## src/rtl/operand_pipe_unit.sv

```systemverilog
// operand_pipe_unit: builds the ALU second operand N from RB or the instruction
// immediate (pass, sign-extended immediates, left immediate, fixed and SAR-driven
// shifts, field extract). Holds the Shift Amount Register. One or two pipeline
// stages, valid/ready on both sides, flushable.
`timescale 1ns/1ps

module operand_pipe_unit #(
    parameter int WIDTH  = 32,
    parameter int IMM_W  = 21,
    parameter int STAGES = 1,
    localparam int SA_W  = $clog2(WIDTH)
) (
    input  logic             clk,
    input  logic             rst_n,
    input  logic             in_valid,
    output logic             in_ready,
    input  logic [WIDTH-1:0] rb,
    input  logic [IMM_W-1:0] imm,
    input  logic [3:0]       sel,
    input  logic             sar_we,
    input  logic [SA_W-1:0]  sar_wdata,
    input  logic             flush,
    output logic             out_valid,
    input  logic             out_ready,
    output logic [WIDTH-1:0] n,
    output logic [SA_W-1:0]  sar
);

    // Elaboration guards: unsupported configurations must not build.
    if (STAGES != 1 && STAGES != 2) begin : g_bad_stages
        $error("operand_pipe_unit: STAGES must be 1 or 2");
    end
    if (WIDTH < 16 || (WIDTH & (WIDTH - 1)) != 0) begin : g_bad_width
        $error("operand_pipe_unit: WIDTH must be a power of 2 and >= 16");
    end
    if (IMM_W > WIDTH || IMM_W < 14 || IMM_W < 2 * SA_W) begin : g_bad_imm
        $error("operand_pipe_unit: IMM_W must cover imm[13:1] and both shift fields, and be <= WIDTH");
    end

    // Operation class carried from decode to the shift/mask step.
    typedef enum logic [2:0] {
        OP_PASS = 3'd0,
        OP_SRL  = 3'd1,
        OP_SRA  = 3'd2,
        OP_SLL  = 3'd3,
        OP_EXTU = 3'd4,
        OP_EXTS = 3'd5
    } op_kind_e;

    // Handshake: a request transfers on a cycle where in_valid && in_ready, a
    // result transfers where out_valid && out_ready. in_ready never depends on
    // in_valid; it is low during reset and flush and otherwise follows whether
    // stage 1 is empty or will move on this cycle, which chains combinationally
    // back from out_ready. While out_valid && !out_ready nothing in the pipe moves.

    logic [SA_W-1:0]  sar_q;
    logic [SA_W-1:0]  fld_p;
    logic [SA_W-1:0]  fld_c;
    logic [SA_W-1:0]  fix_amt;

    op_kind_e         dec_kind;
    logic [WIDTH-1:0] dec_opnd;
    logic [SA_W-1:0]  dec_amt;
    logic [SA_W-1:0]  dec_c;

    logic             s1_adv;
    logic             last_valid;
    logic [WIDTH-1:0] n_q;
    logic             accept;

    // Shift/extract fields; the fixed amount is WIDTH-1-p, wrapping modulo WIDTH.
    assign fld_p   = imm[2*SA_W-1:SA_W];
    assign fld_c   = imm[SA_W-1:0];
    assign fix_amt = SA_W'(WIDTH - 1) - fld_p;

    assign in_ready  = rst_n && !flush && s1_adv;
    assign accept    = in_valid && in_ready;
    assign out_valid = last_valid;
    assign n         = n_q;
    assign sar       = sar_q;

    // Shift/mask step shared by both pipeline depths.
    function automatic logic [WIDTH-1:0] exec_op(
        input op_kind_e         kind,
        input logic [WIDTH-1:0] v,
        input logic [SA_W-1:0]  amt,
        input logic [SA_W-1:0]  c
    );
        logic [WIDTH-1:0] sh;
        logic [WIDTH-1:0] mask;
        logic [WIDTH-1:0] ext;
        logic [SA_W-1:0]  sign_pos;
        sh       = v >> amt;
        // mask(len) with len = WIDTH-c is all-ones shifted right by c; c=0 keeps every bit.
        mask     = {WIDTH{1'b1}} >> c;
        ext      = sh & mask;
        sign_pos = SA_W'(WIDTH - 1) - c;
        case (kind)
            OP_PASS: exec_op = v;
            OP_SRL:  exec_op = sh;
            OP_SRA:  exec_op = $signed(v) >>> amt;
            OP_SLL:  exec_op = v << amt;
            OP_EXTU: exec_op = ext;
            OP_EXTS: exec_op = ext | (sh[sign_pos] ? ~mask : '0);
            default: exec_op = '0;
        endcase
    endfunction

    // Decode: choose operand, operation class and effective shift amount; SAR is sampled here.
    always_comb begin
        dec_kind = OP_PASS;
        dec_opnd = '0;
        dec_amt  = '0;
        dec_c    = '0;
        case (sel)
            4'd0: dec_opnd = rb;
            4'd1: dec_opnd = {{(WIDTH-11){imm[0]}}, imm[0], imm[10:1]};
            4'd2: dec_opnd = {{(WIDTH-14){imm[0]}}, imm[0], imm[13:1]};
            4'd3: dec_opnd = WIDTH'(imm) << (WIDTH - IMM_W);
            4'd4: begin dec_kind = OP_SRL;  dec_opnd = rb; dec_amt = fix_amt; end
            4'd5: begin dec_kind = OP_SRA;  dec_opnd = rb; dec_amt = fix_amt; end
            4'd6: begin dec_kind = OP_SLL;  dec_opnd = rb; dec_amt = fix_amt; end
            4'd7: dec_opnd = '0;
            4'd8: begin dec_kind = OP_SRL;  dec_opnd = rb; dec_amt = sar_q; end
            4'd9: begin dec_kind = OP_SRA;  dec_opnd = rb; dec_amt = sar_q; end
            4'd10: begin dec_kind = OP_SLL; dec_opnd = rb; dec_amt = sar_q; end
            4'd11: begin
                dec_kind = OP_EXTU;
                dec_opnd = rb;
                dec_amt  = fix_amt;
                dec_c    = fld_c;
            end
            4'd12: begin
                dec_kind = OP_EXTS;
                dec_opnd = rb;
                dec_amt  = fix_amt;
                dec_c    = fld_c;
            end
            default: dec_opnd = '0;
        endcase
    end

    // SAR: written on sar_we regardless of flush; the op accepted alongside saw the old value.
    always_ff @(posedge clk or negedge rst_n) begin
        if (!rst_n) begin
            sar_q <= '0;
        end else if (sar_we) begin
            sar_q <= sar_wdata;
        end
    end

    if (STAGES == 1) begin : g_one_stage
        logic s1_valid;

        assign s1_adv     = !s1_valid || out_ready;
        assign last_valid = s1_valid;

        // Single stage: decode and shift in one cycle; n is the stage register itself.
        always_ff @(posedge clk or negedge rst_n) begin
            if (!rst_n) begin
                s1_valid <= 1'b0;
                n_q      <= '0;
            end else if (flush) begin
                s1_valid <= 1'b0;
            end else if (s1_adv) begin
                s1_valid <= accept;
                if (accept) begin
                    n_q <= exec_op(dec_kind, dec_opnd, dec_amt, dec_c);
                end
            end
        end
    end else begin : g_two_stage
        logic             s1_valid;
        op_kind_e         s1_kind;
        logic [WIDTH-1:0] s1_opnd;
        logic [SA_W-1:0]  s1_amt;
        logic [SA_W-1:0]  s1_c;
        logic             s2_valid;
        logic             s2_adv;

        assign s2_adv     = !s2_valid || out_ready;
        assign s1_adv     = !s1_valid || s2_adv;
        assign last_valid = s2_valid;

        // Stage 1: capture decoded class, operand and effective shift amount.
        always_ff @(posedge clk or negedge rst_n) begin
            if (!rst_n) begin
                s1_valid <= 1'b0;
                s1_kind  <= OP_PASS;
                s1_opnd  <= '0;
                s1_amt   <= '0;
                s1_c     <= '0;
            end else if (flush) begin
                s1_valid <= 1'b0;
            end else if (s1_adv) begin
                s1_valid <= accept;
                if (accept) begin
                    s1_kind <= dec_kind;
                    s1_opnd <= dec_opnd;
                    s1_amt  <= dec_amt;
                    s1_c    <= dec_c;
                end
            end
        end

        // Stage 2: perform the shift/mask and present the result.
        always_ff @(posedge clk or negedge rst_n) begin
            if (!rst_n) begin
                s2_valid <= 1'b0;
                n_q      <= '0;
            end else if (flush) begin
                s2_valid <= 1'b0;
            end else if (s2_adv) begin
                s2_valid <= s1_valid;
                if (s1_valid) begin
                    n_q <= exec_op(s1_kind, s1_opnd, s1_amt, s1_c);
                end
            end
        end
    end

endmodule

```

## config.mk

```make
export PLATFORM = sky130hd
export DESIGN_NAME = operand_pipe_unit
export DESIGN_NICKNAME = d
export VERILOG_FILES = /design/src/rtl/operand_pipe_unit.sv
export SDC_FILE = /design/constraint.sdc
export NUM_CORES = 1
export LEC_CHECK = 0
export ABC_AREA = 1
export ABC_CLOCK_PERIOD_IN_PS = 2700
export CAP_MARGIN = 20
export CELL_PAD_IN_SITES_DETAIL_PLACEMENT = 1
export CELL_PAD_IN_SITES_GLOBAL_PLACEMENT = 2
export CORE_ASPECT_RATIO = 1.75
export CORE_UTILIZATION = 28
export DETAILED_ROUTE_END_ITERATION = 10
export GPL_TIMING_DRIVEN = 0
export PLACE_DENSITY = 0.85
export SLEW_MARGIN = 20
export SYNTH_ARGS = -nofsm -noshare
export SYNTH_HDL_FRONTEND = slang
export SYNTH_SLANG_ARGS = --single-unit
```

## constraint.sdc

```tcl
create_clock -name clk -period 2.7 [get_ports clk]
set_input_delay 0.54 -clock clk [delete_from_list [all_inputs] [get_ports clk]]
set_output_delay 0.54 -clock clk [all_outputs]
set_load 0.02 [all_outputs]
```

### After elaboration in Yosys (flattened, before gate mapping)

Index checks and enable logic that the tools add are counted.

| storage, ports and cells | value |
|---|---|
| register bits | 38 |
| bits in latches | 0 |
| RAM bits | 0 |
| bits in read-only memories | 0 |
| bits of input ports | 68 |
| output and inout bits | 39 |
| logic and storage cells | 57 |
| memories | 0 |

| cells by class | value |
|---|---|
| $add $sub $neg | 2 |
| multipliers | 0 |
| divide/modulo/power cells | 0 |
| order comparisons | 1 |
| equal/unequal tests | 16 |
| shift-type cells | 4 |
| mux-type cells | 10 |
| bitwise gates (word level) | 4 |
| reduce and logical (&&, ||, !) cells | 17 |

Operator list:

| kind | number |
|---|---|
| one-hot mux 32 bit (6 select lines) | 1 |
| one-hot mux 32 bit (4 select lines) | 1 |
| bitwise AND 32 bit | 1 |
| two-way mux 32 bit | 1 |
| NOT 32 bit | 1 |
| OR 32 bit | 1 |
| << shifter 32 x 5 -> 32 bit | 1 |
| right shift 32 x 5 -> 32 bit | 1 |
| right shift 32 x 5 -> 32 bit, first input constant | 1 |
| >>> shifter 32 x 5 -> 32 bit | 1 |
| == test 4 bit, second input constant | 5 |
| one-hot mux 3 bit (5 select lines) | 1 |
| == test 4 x 3 -> 1 bit, second input constant | 3 |
| one-hot mux 5 bit (2 select lines) | 1 |
| subtractor 5 bit, first input constant | 2 |
| OR reduction 9 bit | 1 |
| == test 4 x 2 -> 1 bit, second input constant | 2 |
| OR reduction 2 bit | 4 |
| == test 3 x 2 -> 1 bit, second input constant | 2 |
| == test 3 bit, second input constant | 2 |
| < comparator 5 x 6 -> 1 bit, second input constant | 1 |
| binary-select mux 1 bit (select 5 bit) | 1 |
| two-way mux 5 bit | 1 |
| OR reduction 5 bit | 1 |
| other kinds (12) | 17 |

### Logic depth before layout (Yosys ltp)

Gate-level depths: netlist of the first run.

| logic depth | value |
|---|---|
| depth in word-level cells | 9 |
| mapped depth | 26 |

### Worst setup path after synthesis of the first run

OpenSTA, ideal clock, no wires.

| path | value |
|---|---|
| kind | input-to-reg |
| from | in imm[0] |
| to | reg n_q[27], in the netlist n[27] |
| arrival | 2816 ps |
| path slack | -250 ps |
| stages on the path | 23 |
| buffers on the path | 3 |
| cell sequence | clkbuf_1 -> nand2_1 -> inv_1 -> nand3_1 -> buf_1 -> nand3_1 -> nor2_1 -> nand2_1 -> nand3_1 -> nand3_1 -> nand2_1 -> nand2_1 -> nand2_1 -> nand2_1 -> a21oi_1 -> nor2_1 -> nand2_1 -> nand3_2 -> nand2_4 -> nand2_4 -> buf_6 -> o211ai_1 -> a21boi_1 |

| between the ends | value |
|---|---|
| word-level cells in the longest chain between the ends | 7 |

Ends and longest elaborated chain:

| element | line | text |
|---|---|---|
| start: declaration | 18 | `input logic [IMM_W-1:0] imm,` |
| one-hot mux 32 bit (4 select lines) or two-way mux 5 bit (tied branches) | 115 | `case (sel)` |
| right shift 32 x 5 -> 32 bit or subtractor 5 bit (tied branches) | 93, 97 |  |
| binary-select mux 1 bit (select 5 bit) | 104 | `OP_EXTS: exec_op = ext \| (sh[sign_pos] ? ~mask : '0);` |
| two-way mux 1 bit (implied by the code) | 104 |  |
| two-way mux 32 bit | 104 |  |
| OR 32 bit | 104 |  |
| one-hot mux 32 bit (6 select lines) * | 98 | `case (kind)` |
| end signal: assignment | 168 | `n_q <= exec_op(dec_kind, dec_opnd, dec_amt, dec_c);` |
| end: declaration | 68 | `logic [WIDTH-1:0] n_q;` |

Mark *: on every way between the ends. The rest lies on a longest branch, timed or not. The select of a mux whose other input is x is not followed.
A chain may end at the register's enable or synchronous reset.

### Final worst setup path of the first run

| path | value |
|---|---|
| from | in sel[3] |
| to | reg n_q[14], in the netlist n[14] |

| between the ends | value |
|---|---|
| word-level cells in the longest chain between the ends | 9 |

Ends and longest elaborated chain:

| element | line | text |
|---|---|---|
| start: declaration | 19 | `input logic [3:0] sel,` |
| == test 4 bit (tied with other cells) | 115 |  |
| OR reduction 9 bit (no source line) (tied with other cells) | - |  |
| one-hot mux 32 bit (4 select lines) (tied with other cells) | 115 |  |
| right shift 32 x 5 -> 32 bit or subtractor 5 bit (tied branches) | 93, 97 |  |
| binary-select mux 1 bit (select 5 bit) | 104 |  |
| two-way mux 1 bit (implied by the code) | 104 |  |
| two-way mux 32 bit | 104 |  |
| OR 32 bit | 104 |  |
| one-hot mux 32 bit (6 select lines) * | 98 |  |

Marks and branches as above.

==> key figures, run 1 <==
Placed design
  • Dpl cells: 1787
  • Dpl ws: -2.549 ns
  • GP Congestion: 1.056
  • # port buffers: 104
  • Post-DP HPWL: 45970 um

Global route
  • First-pass GRT wire length: 84480 um
  • Vias in the first global route: 12480
  • Antenna violations before repair: 0
  • Grt peak-use layer: met2
  • Met3 GRT Util: 5.085%
  • Pin count of the biggest net entering global routing: 34
  • Total global routing overflow: 0
  • GRT met2 Usage: 76.74%
  • Met1 GRT Util: 42.25%
  • GRT Resource Usage Total: 43.49%

Setup path
  • Worst r2r path cells: 23
  • WP data required: 2.89 ns
  • Critical setup path kind: in -> reg
  • Setup crit start: sel[3]
  • Kind of start point of the critical path: input pin
  • Crit-path max FO: 7
  • Crit path max-delay cell type: o211ai_1
  • R2R Path Start: sar[0]$_DFFE_PN0P_
  • Critical path buffer and inverter count: 9
  • Top Family by Delay on Critical Path: simple AND/OR/NAND/NOR gates
  • R2R Path End: n[14]$_DFFE_PN0P_
  • R2R setup slack: -0.50 ns
  • Worst Setup EP: n[14]$_DFFE_PN0P_
  • Most frequent CP cell: buf_12
  • Worst Path Arrival: 3.65 ns
  • CP endpoint kind: register
  • Cell depth of the worst setup path: 25
  • Crit-path max cell delay: 0.37 ns

Synth
  • Syn. warnings: 0
  • Top cells by area, synth: nand2_1 (22%), nand3_1 (17%), dfrtp_1 (13%)
  • Most frequent cell after synthesis: nand2_1
  • Synth top cells by count: nand2_1 (432), nand3_1 (253), nor2_1 (102)
  • Netlist cell types: 54
  • Mean Syn Cell Area: 5.391 sq um
  • Synth Instances: 1362
  • Mapped Area: 7342 sq um
  • Synth top area share: 22.09%
  • Number of flops mapped to enable cells by yosys: 0
  • Synth Register Bits: 38
  • Ys async rst share: 100.0%
  • Sequential-to-total area share from yosys stat: 12.95%
  • Dominant synthesized flop cell: dfrtp_1
  • Post-synth top area cell: nand2_1
  • Syn nets: 1430

Pwr
  • Max VDD drop: 0.0005495 V
  • Pwr dens: 463.5 nW/um^2
  • LEAKAGE: 0.005608 uW

Floorplan
  • Core Footprint: 25860 sq um
  • Die height: 216.2 um
  • Die Width: 124.4 um
  • # IOs: 107
  • Initial core utilization: 28.39%
  • Die footprint: 26900 sq um
  • Cell row count: 78

Drt
  • DR iter-0 viols: 786
  • Routed WL: 59630 um
  • First-pass DRT Iterations: 5
  • ANT nets after route: 0
  • Routed vias/inst: 6.106
  • DR WL/cell: 30.96 um
  • Vias: 11760
  • DRC: 0

Clock tree
  • Skew-Pair Late Insertion Delay: 0.30 ns
  • TritonCTS Buffers: 5
  • Clk sinks: 38
  • Reg clk slew, reported paths: 0.06 ns
  • Clock root cell: clkbuf_16
  • TritonCTS clock tree: built
  • Htree depth: 2
  • Post-CTS Hold Buffers: 0
  • Clk buf depth: 2

Layout
  • Nets@finish: 1673
  • Inserted Diodes: 0
  • Synth-to-layout area growth: 69.65%
  • Share of cells above drive strength 1: 37.30%
  • Fin cells: 1926

Outcome
  • Violated checks: setup timing
  • Outcome: complete, but fails checks

Timing
  • Transition time of the tightest slew-check pin: 0.8500 ns
  • Hold Violations, Final: 0
  • Final Cycle Share: 128.0%
  • Min Tclk post-route: 3.456 ns
  • Final setup fails: 32
  • Pins Over Slew Limit: 0
  • Slew Limit Headroom: 43.33%
  • Clock skew: 0.004784 ns
  • Fmax: 289.3 MHz
  • RSZ-0062 raised after global routing: yes
  • Final worst slack: -0.7563 ns

Worst hold path
  • Hold WC Path Type: in -> async

Flow run
  • Max Cap Viol: 0
-- through the flow --
step	utilization, %	hold WS [ns]	total power [uW]	setup TNS (ns)	area [sq um]
global placement	34.82	0.4818	3850	-74.56	9005
global route	48.16	0.09128	5937	-22.91	12460
detailed placement	34.88	0.3893	3855	-72.59	9020
finish	48.16	0.07695	5773	-21.39	12460
CTS	46.47	0.07941	5452	-15.78	12020
floorplan	-	0.2444	2455	-2.268	7564
-- power breakdown --
part           internal (uW)  total (uW)  switching (uW)
logic                   1630        4390            2760
registers                694         766            71.6
clock network            366         617             252
-- cell usage in the layout (no fill, tap or decap), types with 15 or more instances in the layout --
| master | Yosys | final |
|---|---|---|
| buf_4 | 5 | 117 |
| clkbuf_2 | 0 | 15 |
| buf_6 | 4 | 20 |
| nor2_4 | 2 | 35 |
| a21oi_1 | 62 | 52 |
| nor2_1 | 102 | 61 |
| nand3_4 | 1 | 22 |
| nand2_4 | 3 | 34 |
| clkdlybuf4s50_1 | 0 | 94 |
| nand2_1 | 432 | 319 |
| a21boi_1 | 8 | 16 |
| nand3_1 | 253 | 153 |
| o21ai_0 | 87 | 50 |
| inv_1 | 81 | 78 |
| or2_2 | 18 | 18 |
| nand4_1 | 17 | 17 |
| dfrtp_1 | 38 | 38 |
| nand2_2 | 5 | 85 |
| nand3_2 | 6 | 85 |
| o21ai_1 | 6 | 31 |
-- worst min path at each step --
stage	slack, ns	end	cells past startpoint	from
after floorplan	0.24	n[0]$_DFFE_PN0P_	0	rst_n
after global placement	0.48	n[12]$_DFFE_PN0P_	2	n[12]$_DFFE_PN0P_
after detailed placement	0.39	n[7]$_DFFE_PN0P_	1	rst_n
after CTS	0.08	n[7]$_DFFE_PN0P_	1	rst_n
after global routing	0.09	n[7]$_DFFE_PN0P_	1	rst_n
final	0.08	n[7]$_DFFE_PN0P_	1	rst_n
-- worst register-to-register path: cells and delay by family (launching register included) --
family	cells	cell delay [ns]
simple gates	14	1.35
buf+inv	6	0.82
compound gates	3	0.54
flops	1	0.38
-- flip-flops by register name (all words and copies together), names as in the netlist --
name and flops:
n 32, sar 5, out_valid 1
-- layer usage --
layer	wire length (um)	share of wire, %	vias to the layer above
li1	-	-	5166
met1	19550	33	5668
met2	29220	49	618
met3	3134	5.3	309
met4	7728	13	0
met5	0	0	-
-- layout make-up --
type	count	area [sq um]
Fill cell	3311	13410
Multi-Input combinational cell	1150	7507
Timing Repair Buffer	234	2315
Sequential cell	38	950.9
Buffer	82	730.7
Inverter	94	400.4
Tap cell	320	400.4
Clock buffer	6	138.9
Clock inverter	2	12.51
-- kinds of logic after synthesis --
logic type | synth area share [%]
mux | 0.4260
simple gates | 52.73
buf+inv | 10.22
flops | 12.95
compound gates | 23.67
-- repair_timing --
| action | in CTS | in global routing |
|---|---|---|
| endpoints found under the setup margin | 32 | 32 |
| endpoints found under the hold margin | 0 | 0 |
| buffers inserted | 100 | 20 |
| gates resized for setup | 538 | 74 |
| cloned | 11 | 0 |
| pin swaps | 114 | 48 |
No activity file was read; power rests on OpenSTA's default activity.
==> inputs of run 2 (changes only) <==
- CAP_MARGIN: 20 -> 10
- CTS_CLUSTER_DIAMETER: default -> 80
- SLEW_MARGIN: 20 -> 40
==> run 2 against run 1 <==
  * The run still ends with setup timing left
  * Critical path type unchanged
  * Die area unchanged
  * Highest routed layer unchanged
  * Largest power group unchanged
  * Maximum frequency up 0.14%
  * Core utilization down 0.22 points
==> key figures, run 2 (same netlist as run 1, synthesis figures left out) <==
Outcome
  • Outcome: complete, but fails checks
  • Violated checks: setup timing

Drt
  • DR WL/cell: 31.01 um
  • First-pass DRT Iterations: 4
  • Vias: 11710
  • Routed WL: 59190 um
  • DRC: 0
  • Routed vias/inst: 6.131
  • ANT nets after route: 0
  • DR iter-0 viols: 799

Timing
  • Final worst slack: -0.7515 ns
  • Transition time of the tightest slew-check pin: 0.7449 ns
  • RSZ-0062 raised after global routing: yes
  • Fmax: 289.7 MHz
  • Min Tclk post-route: 3.451 ns
  • Final Cycle Share: 127.8%
  • Final setup fails: 32
  • Slew Limit Headroom: 50.16%
  • Hold Violations, Final: 0
  • Pins Over Slew Limit: 0
  • Hold_ws: 0.09647 ns
  • Clock skew: 0.004726 ns

Placed design
  • Post-DP HPWL: 46270 um
  • GP Congestion: 1.056
  • Dpl ws: -2.507 ns
  • Cell Area, Placed: 9027 sq um
  • # port buffers: 104

Clock tree
  • TritonCTS clock tree: built
  • TritonCTS Buffers: 5
  • Clk buf depth: 2
  • Clock root cell: clkbuf_16
  • Reg clk slew, reported paths: 0.06 ns
  • Skew-Pair Late Insertion Delay: 0.30 ns
  • Htree depth: 2
  • Clk sinks: 38

Pwr
  • LEAKAGE: 0.005534 uW
  • Sequential share of power: 13.1%
  • Sw frac: 53.15%
  • Clock network power share: 12.2%
  • Psw: 3111 uW
  • Pwr dens: 472.1 nW/um^2
  • Combinational fraction of design power: 74.6%
  • Max VDD drop: 0.0005620 V
  • Cell Int Power: 2742 uW

Global route
  • Antenna violations before repair: 0
  • GRT Resource Usage Total: 42.45%
  • Vias in the first global route: 12220
  • Total global routing overflow: 0
  • First-pass GRT wire length: 82630 um
  • Pin count of the biggest net entering global routing: 26

Setup path
  • Critical setup path kind: in -> reg
  • WP data required: 2.88 ns
  • Worst Path Arrival: 3.64 ns
  • Kind of start point of the critical path: input pin
  • CP endpoint kind: register
  • Crit-path max FO: 8

Layout
  • Synth-to-layout area growth: 68.86%
  • Area of the multi-input gates: 7665 sq um
  • Inserted Diodes: 0
  • Largest register FFs: 32
  • # fillers: 3269
  • Fin area: 12400 sq um
  • Share of cells above drive strength 1: 37.19%
  • Most common cell after layout, fill and taps aside: nand2_1
  • Sequential cell area: 950.9 sq um
  • Most frequent cells in the layout: nand2_1 (321), nand3_1 (143), buf_4 (115)
  • Nets@finish: 1657

Floorplan
  • Die height: 216.2 um
  • Initial core utilization: 28.39%
  • Die footprint: 26900 sq um
  • Cell row count: 78
  • Die Width: 124.4 um
  • # IOs: 107
  • Core Footprint: 25860 sq um

Flow run
  • Max Cap Viol: 0

Worst hold path
  • Hold WC Path Type: in -> async
run 2: cell count changes in the layout (fill, tap and decap cells not counted), moves of 5 or more:
cell and delta:
nand3_1 -10, buf_8 -7, nor2_2 +7, nand3_4 +15, o21ai_0 +7, nand2_2 -8
nor2_4 -6, a21boi_1 -6, o21ai_1 -5
run 2: metrics by stage:
step,power (uW),TNS (ns),util (%),std cells
after global placement,3850,-74.56,34.82,1786
after floorplan,2455,-2.268,-,1362
after detailed placement,3862,-72.99,34.91,1787
final,5854,-20.97,47.94,1909
after CTS,5455,-16.54,45.23,1884
after global routing,5999,-23.34,47.94,1909
run 2: path summary, 6_finish.rpt:
check	start	end	slack, ns	depth (start not counted)
worst max-delay path	sel[3]	n[23]$_DFFE_PN0P_	-0.75	25
worst min-delay path	rst_n	n[1]$_DFFE_PN0P_	0.1	1
min in group clk	n[12]$_DFFE_PN0P_	n[12]$_DFFE_PN0P_	0.51	2
worst min register to register	n[12]$_DFFE_PN0P_	n[12]$_DFFE_PN0P_	0.51	2
max in group asynchronous	rst_n	out_valid$_DFFE_PN0P_	2.21	2
worst max register to register	sar[0]$_DFFE_PN0P_	n[23]$_DFFE_PN0P_	-0.36	22
run 2: what timing repair did:
item | CTS | global route
pin swaps | 99 | 31
setup endpoints to repair | 32 | 32
gates resized for setup | 494 | 116
cloned | 7 | 2
hold endpoints to repair | 0 | 0
hold buffers | 0 | 0
buffers inserted | 83 | 24
run 2: cell type report:
type	instances	share of cell area [%]
Buffer	82	5.742
Clock buffer	6	1.120
Clock inverter	1	0.2422
Inverter	94	3.159
Multi-Input combinational cell	1150	61.82
Sequential cell	38	7.670
Tap cell	320	3.229
Timing Repair Buffer	218	17.01
run 2: critical path, cell delays in order:
cell	delay, ns
buf_8	0.09
clkinvlp_4	0.15
nor2_4	0.23
nand2_4	0.12
nor2_4	0.22
inv_4	0.12
nand2_8	0.16
clkbuf_16	0.18
nand2_2	0.13
nand3_2	0.14
nand3_2	0.12
nand2_2	0.09
nand2_1	0.09
o21ai_2	0.11
nand2_2	0.11
nand2_2	0.09
a21oi_1	0.06
nand2_1	0.11
nand3_2	0.10
nand2_4	0.16
nand2_8	0.10
nand3_1	0.10
nand2_1	0.07
nor2_2	0.15
nor2_1	0.06
run 2: power groups by stage:
| stage | registers [uW] | logic (uW) | clock network [uW] |
|---|---|---|---|
| 5_1_grt | 779 | 4490 | 734 |
| 3_5_place_dp | 769 | 3090 | 0 |
| 2_1_floorplan | 919 | 1540 | 0 |
| 4_1_cts | 766 | 3960 | 725 |
| 6_report | 768 | 4370 | 717 |
| 3_3_place_gp | 766 | 3080 | 0 |
run 2: layer usage:
layer	track usage (%)	wire, um
met4	44.66	7735
met5	0	0
met1	41.45	19570
met3	4.073	2691
met2	75.52	29190
==> patch 1 (flow settings as in run 1) <==
Remove the case item `4'd3` of the case on `sel`.
--- a/src/rtl/operand_pipe_unit.sv
+++ b/src/rtl/operand_pipe_unit.sv
@@ -116,7 +116,6 @@
             4'd0: dec_opnd = rb;
             4'd1: dec_opnd = {{(WIDTH-11){imm[0]}}, imm[0], imm[10:1]};
             4'd2: dec_opnd = {{(WIDTH-14){imm[0]}}, imm[0], imm[13:1]};
-            4'd3: dec_opnd = WIDTH'(imm) << (WIDTH - IMM_W);
             4'd4: begin dec_kind = OP_SRL;  dec_opnd = rb; dec_amt = fix_amt; end
             4'd5: begin dec_kind = OP_SRA;  dec_opnd = rb; dec_amt = fix_amt; end
             4'd6: begin dec_kind = OP_SLL;  dec_opnd = rb; dec_amt = fix_amt; end
Check against the original RTL: not equivalent (a bounded check fails within 4 cycles, from zero or initial values and one cycle with rst_n low).
==> patch 1 against run 1 <==
The run still ends with setup timing left. Synthesized cell count shrank 3.5%. Design area about the same. Setup slack better by 0.11 ns. Sequential share of layout area is essentially flat. Sequential cell count stayed put. Area after synthesis decreased by 2.9%. Maximum frequency grew 3.2%. Power grew 2.5%. Combinational power increased by 4%. Routed wire length rose by 0.18%. Largest cell class unchanged.
==> patch 1: results (changes against run 1) <==
metric;value;unit;change
status;complete, but fails checks;;
violations;setup timing;;
p_leak;5.404;nW;-3.6%
synth_nets;1382;;-3.4%
cp_slowest_cell;a21boi_4;;
fin_ws;-0.6483;ns;+0.1080 ns
synth-seq-area-share;13.34;%;+0.39 points
finalSetupViolations;31;;-3.1%
cpPeakStageDelay;0.25;ns;-0.12 ns
preCtsSetupSlack;-2.074;ns;+0.4752 ns
power_frac_clock;10.0;%;-0.7 points
root_buffer;clkbuf_16;;
dp.cells;1725;;-3.5%
drive_gt1_share;40.19;%;+2.9 points
worst_hold_slack;0.1123;ns;+0.03539 ns
seq_power;0.776;mW;+1%
via_per_inst;6.210;;+1.7%
first_global_vias;12030;;-3.6%
grt_first_pass_wirelength;82790;um;-2.0%
wl_met2;27680;um;-5.3%
drtIter0Drc;1044;;+33%
muxShareOfSynthArea;0.4388;%;+0.013 points
crit_fanout;6;;-1
grt_max_degree;27;;-21%
globalplace.congestion;1.070;;+1.3%
grt_util_all_layers;45.28;%;+1.8 points
fin_cells;1857;;-3.6%
r2r_setup_slack;-0.42;ns;+0.08 ns
relSlewSlack;31.68;%;-12 points
hpwl;43680;um;-5.0%
fin_tns_setup;-16.31;ns;+5.071 ns
seqPwrFrac;13.1;%;-0.2 points
route.layer.met1.wl;19940;um;+2.0%
synth_compound_area_share;25.15;%;+1.5 points
ir_worst_vdd;450.8;uV;-18%
dr_wl_met3;4684;um;+49%
worstRegToRegCells;21;;-8.7%
dpl-instance-area;8519;um2;-5.5%
synthTopCellsByArea;nand2_1 (23%), nand3_1 (15%), dfrtp_1 (13%), o21ai_0 (6.7%), inv_1 (5.0%);;
skew;0.006385;ns;+0.001601 ns
port_buffers;98;;-5.8%
critPathArrivalTime;3.53;ns;-0.12 ns
cp-startpoint;sel[0];;
p_switching;3.230;mW;+4.6%
synth_cell_types;59;;+9.3%
nets;1613;;-3.6%
crit_path_end;n[9];;
-- patch 1: final cells by class --
| cell class | count | area, um2 |
|---|---|---|
| plain buffers | 76 | 690.7 |
| clock buffers | 5 | 125.1 |
| clock inverters | 2 | 10.01 |
| fillers | 3122 | 12360 |
| inverters | 107 | 439.2 |
| multi-input cells | 1094 | 7684 |
| flip-flops and latches | 38 | 950.9 |
| well taps | 312 | 390.4 |
| repair buffers | 222 | 2161 |
| repair inverters | 1 | 6.256 |
-- patch 1: timing repair --
item,in CTS,in global routing
pin swaps,93,77
setup endpoints to repair,32,33
cloned,5,3
buffers inserted,92,26
gates resized for setup,564,147
-- patch 1: layer usage --
metal	vias up	track usage, %
met3	338	11.16
met1	5556	44.86
met4	0	46.64
met2	674	74.23
met5	-	0
li1	4964	-
-- patch 1: cells by family after synthesis --
kind of cell           Yosys count
AOI/OAI and AO/OA              286
buffers and inverters          183
DFF                             38
muxes                            3
and+or+nand+nor                804
==> patch 2 (settings of run 1) <==
Made on the original files. Set the parameter `IMM_W` to 23 (it was 21).
--- a/src/rtl/operand_pipe_unit.sv
+++ b/src/rtl/operand_pipe_unit.sv
@@ -6,7 +6,7 @@
 
 module operand_pipe_unit #(
     parameter int WIDTH  = 32,
-    parameter int IMM_W  = 21,
+    parameter int IMM_W  = 23,
     parameter int STAGES = 1,
     localparam int SA_W  = $clog2(WIDTH)
 ) (
Interface: changed (resized imm); port bits go from 107 to 109. The function was not compared with the original's and may differ.
==> patch 2 against run 1 <==
Design area rose by 5.8%. Core utilization rose by 3.7 points. Power rose by 8.4%. Sequential cell count did not move. Synthesized cell count fell by 2.2%. Area after synthesis fell by 0.70%. The run still ends with setup timing left. First-iteration DRC count rose by 41%. Setup slack got worse by 0.24 ns. Routed wire length rose by 14%. Largest cell class unchanged. Worst hold slack improved by 0.040 ns. Largest power group unchanged. Global-route usage rose by 2.7 points. Sequential power rose by 1%.
==> patch 2: results (changes against run 1) <==
metric;value;unit;change
finalSetupViolations;32;;unchanged
wl_met2;30830;um;+5.5%
nets;1672;;-0.060%
globalplace.congestion;1.021;;-3.3%
syn-mean-instance-area;5.474;um2;+1.5%
gr-usage-met2;75.28;%;-1.5 points
ctsResizeCount;418;;-22%
relSlewSlack;25.90;%;-17 points
via_per_inst;6.434;;+5.4%
synth_cell_types;57;;+5.6%
p_switching;3.353;mW;+8.6%
status;complete, but fails checks;;
met1_usage;47.03;%;+4.8 points
switching_share;53.57;%;+0.11 points
skew;0.004682;ns;-0.0001021 ns
worstRegToRegCells;13;;-43%
synth_top_area_share;20.85;%;-1.2 points
root_buffer;clkbuf_16;;
power_frac_clock;11.1;%;+0.4 points
yosysWarnings;0;;unchanged
ir_worst_vdd;437.3;uV;-20%
grt_first_pass_wirelength;85590;um;+1.3%
drive_gt1_share;39.33;%;+2.0 points
synth-seq-area-share;13.04;%;+0.091 points
fin_tns_setup;-27.27;ns;-5.879 ns
p_leak;5.752;nW;+2.6%
dp.cells;1755;;-1.8%
synth_nets;1402;;-2.0%
grt_max_degree;28;;-18%
crit_fanout;5;;-2
ys_top_cells_by_count;nand2_1 (405), nand3_1 (250), nor2_1 (105);;
synthTopCellsByArea;nand2_1 (21%), nand3_1 (17%), dfrtp_1 (13%), o21ai_0 (6.2%), nor2_1 (5.4%);;
dpl-instance-area;8791;um2;-2.5%
violations;setup timing;;
first_pass_iters;6;;+1
hpwl;46730;um;+1.6%
grt_util_all_layers;46.15;%;+2.7 points
highest_layer;met5;;
drtIter0Drc;1105;;+41%
route.layer.met1.wl;22090;um;+13%
fin_cells;1921;;-0.26%
use_met3;10.44;%;+5.4 points
critPathArrivalTime;3.91;ns;+0.26 ns
antenna_found_initial;3;;+3
preCtsSetupSlack;-2.752;ns;-0.2030 ns
drt_wl_total;67840;um;+14%
fin_ws;-0.9960;ns;-0.2397 ns
dr_wl_met3;6277;um;+100%
first_global_vias;11930;;-4.3%
comb_power;4.79;mW;+9.1%
port_buffers;106;;+1.9%
post_cts_buffers;84;;-16%
-- patch 2: cell types whose count changed after synthesis, sizes merged, moves of 4 or more --
cell | before | now
nor2 | 109 | 119
nor4 | 8 | 4
nor3 | 4 | 8
a221oi | 2 | 6
a21boi | 23 | 16
o221ai | 10 | 5
o21ai | 94 | 98
nand2 | 440 | 416
or2 | 19 | 10
a2bb2oi | 12 | 20
and2 | 14 | 7
-- patch 2: cell families after synthesis --
family / Yosys count / share of synthesized area (%)
compound gates: 274 / 23.80
buf+inv: 174 / 10.79
flops: 38 / 13.04
mux: 2 / 0.2917
simple gates: 844 / 52.07
-- patch 2: layout make-up --
type,instances,area (um2)
inverters,90,364.1
diodes,3,7.507
clock inverters,1,30.03
fillers,3192,12260
multi-input cells,1120,7826
repair buffers,263,2698
flip-flops and latches,38,950.9
well taps,316,395.4
plain buffers,84,768.2
clock buffers,6,138.9
-- patch 2: path summary, 6_finish.rpt --
check | startpoint | end | slack (ns)
hold reg to reg | n[13] | n[13] | 0.51
setup / recovery | rb[22] | n[6] | -1.0
min in group clk | n[13] | n[13] | 0.51
hold / removal | rst_n | n[25] | 0.12
setup reg to reg | sar[0] | n[31] | -0.56
max in group asynchronous | rst_n | n[12] | 2.17
-- patch 2: critical path: stages --
cell and delay (ns):
clkdlybuf4s50_1 0.70, a21boi_4 0.45, nor2_4 0.10, buf_4 0.23, nand2_4 0.11, nand3_2 0.10, nand3_2 0.11, nand2_2 0.08
nand2_2 0.10, nand2_1 0.08, nand2_2 0.08, nand2_1 0.06, nand2_1 0.07, nand2_1 0.06, nor2_1 0.09, nand2_1 0.08
nand3_2 0.09, nand2_4 0.10, nor2_4 0.18, buf_4 0.14, buf_6 0.13, nand2_1 0.07, a2bb2oi_2 0.12
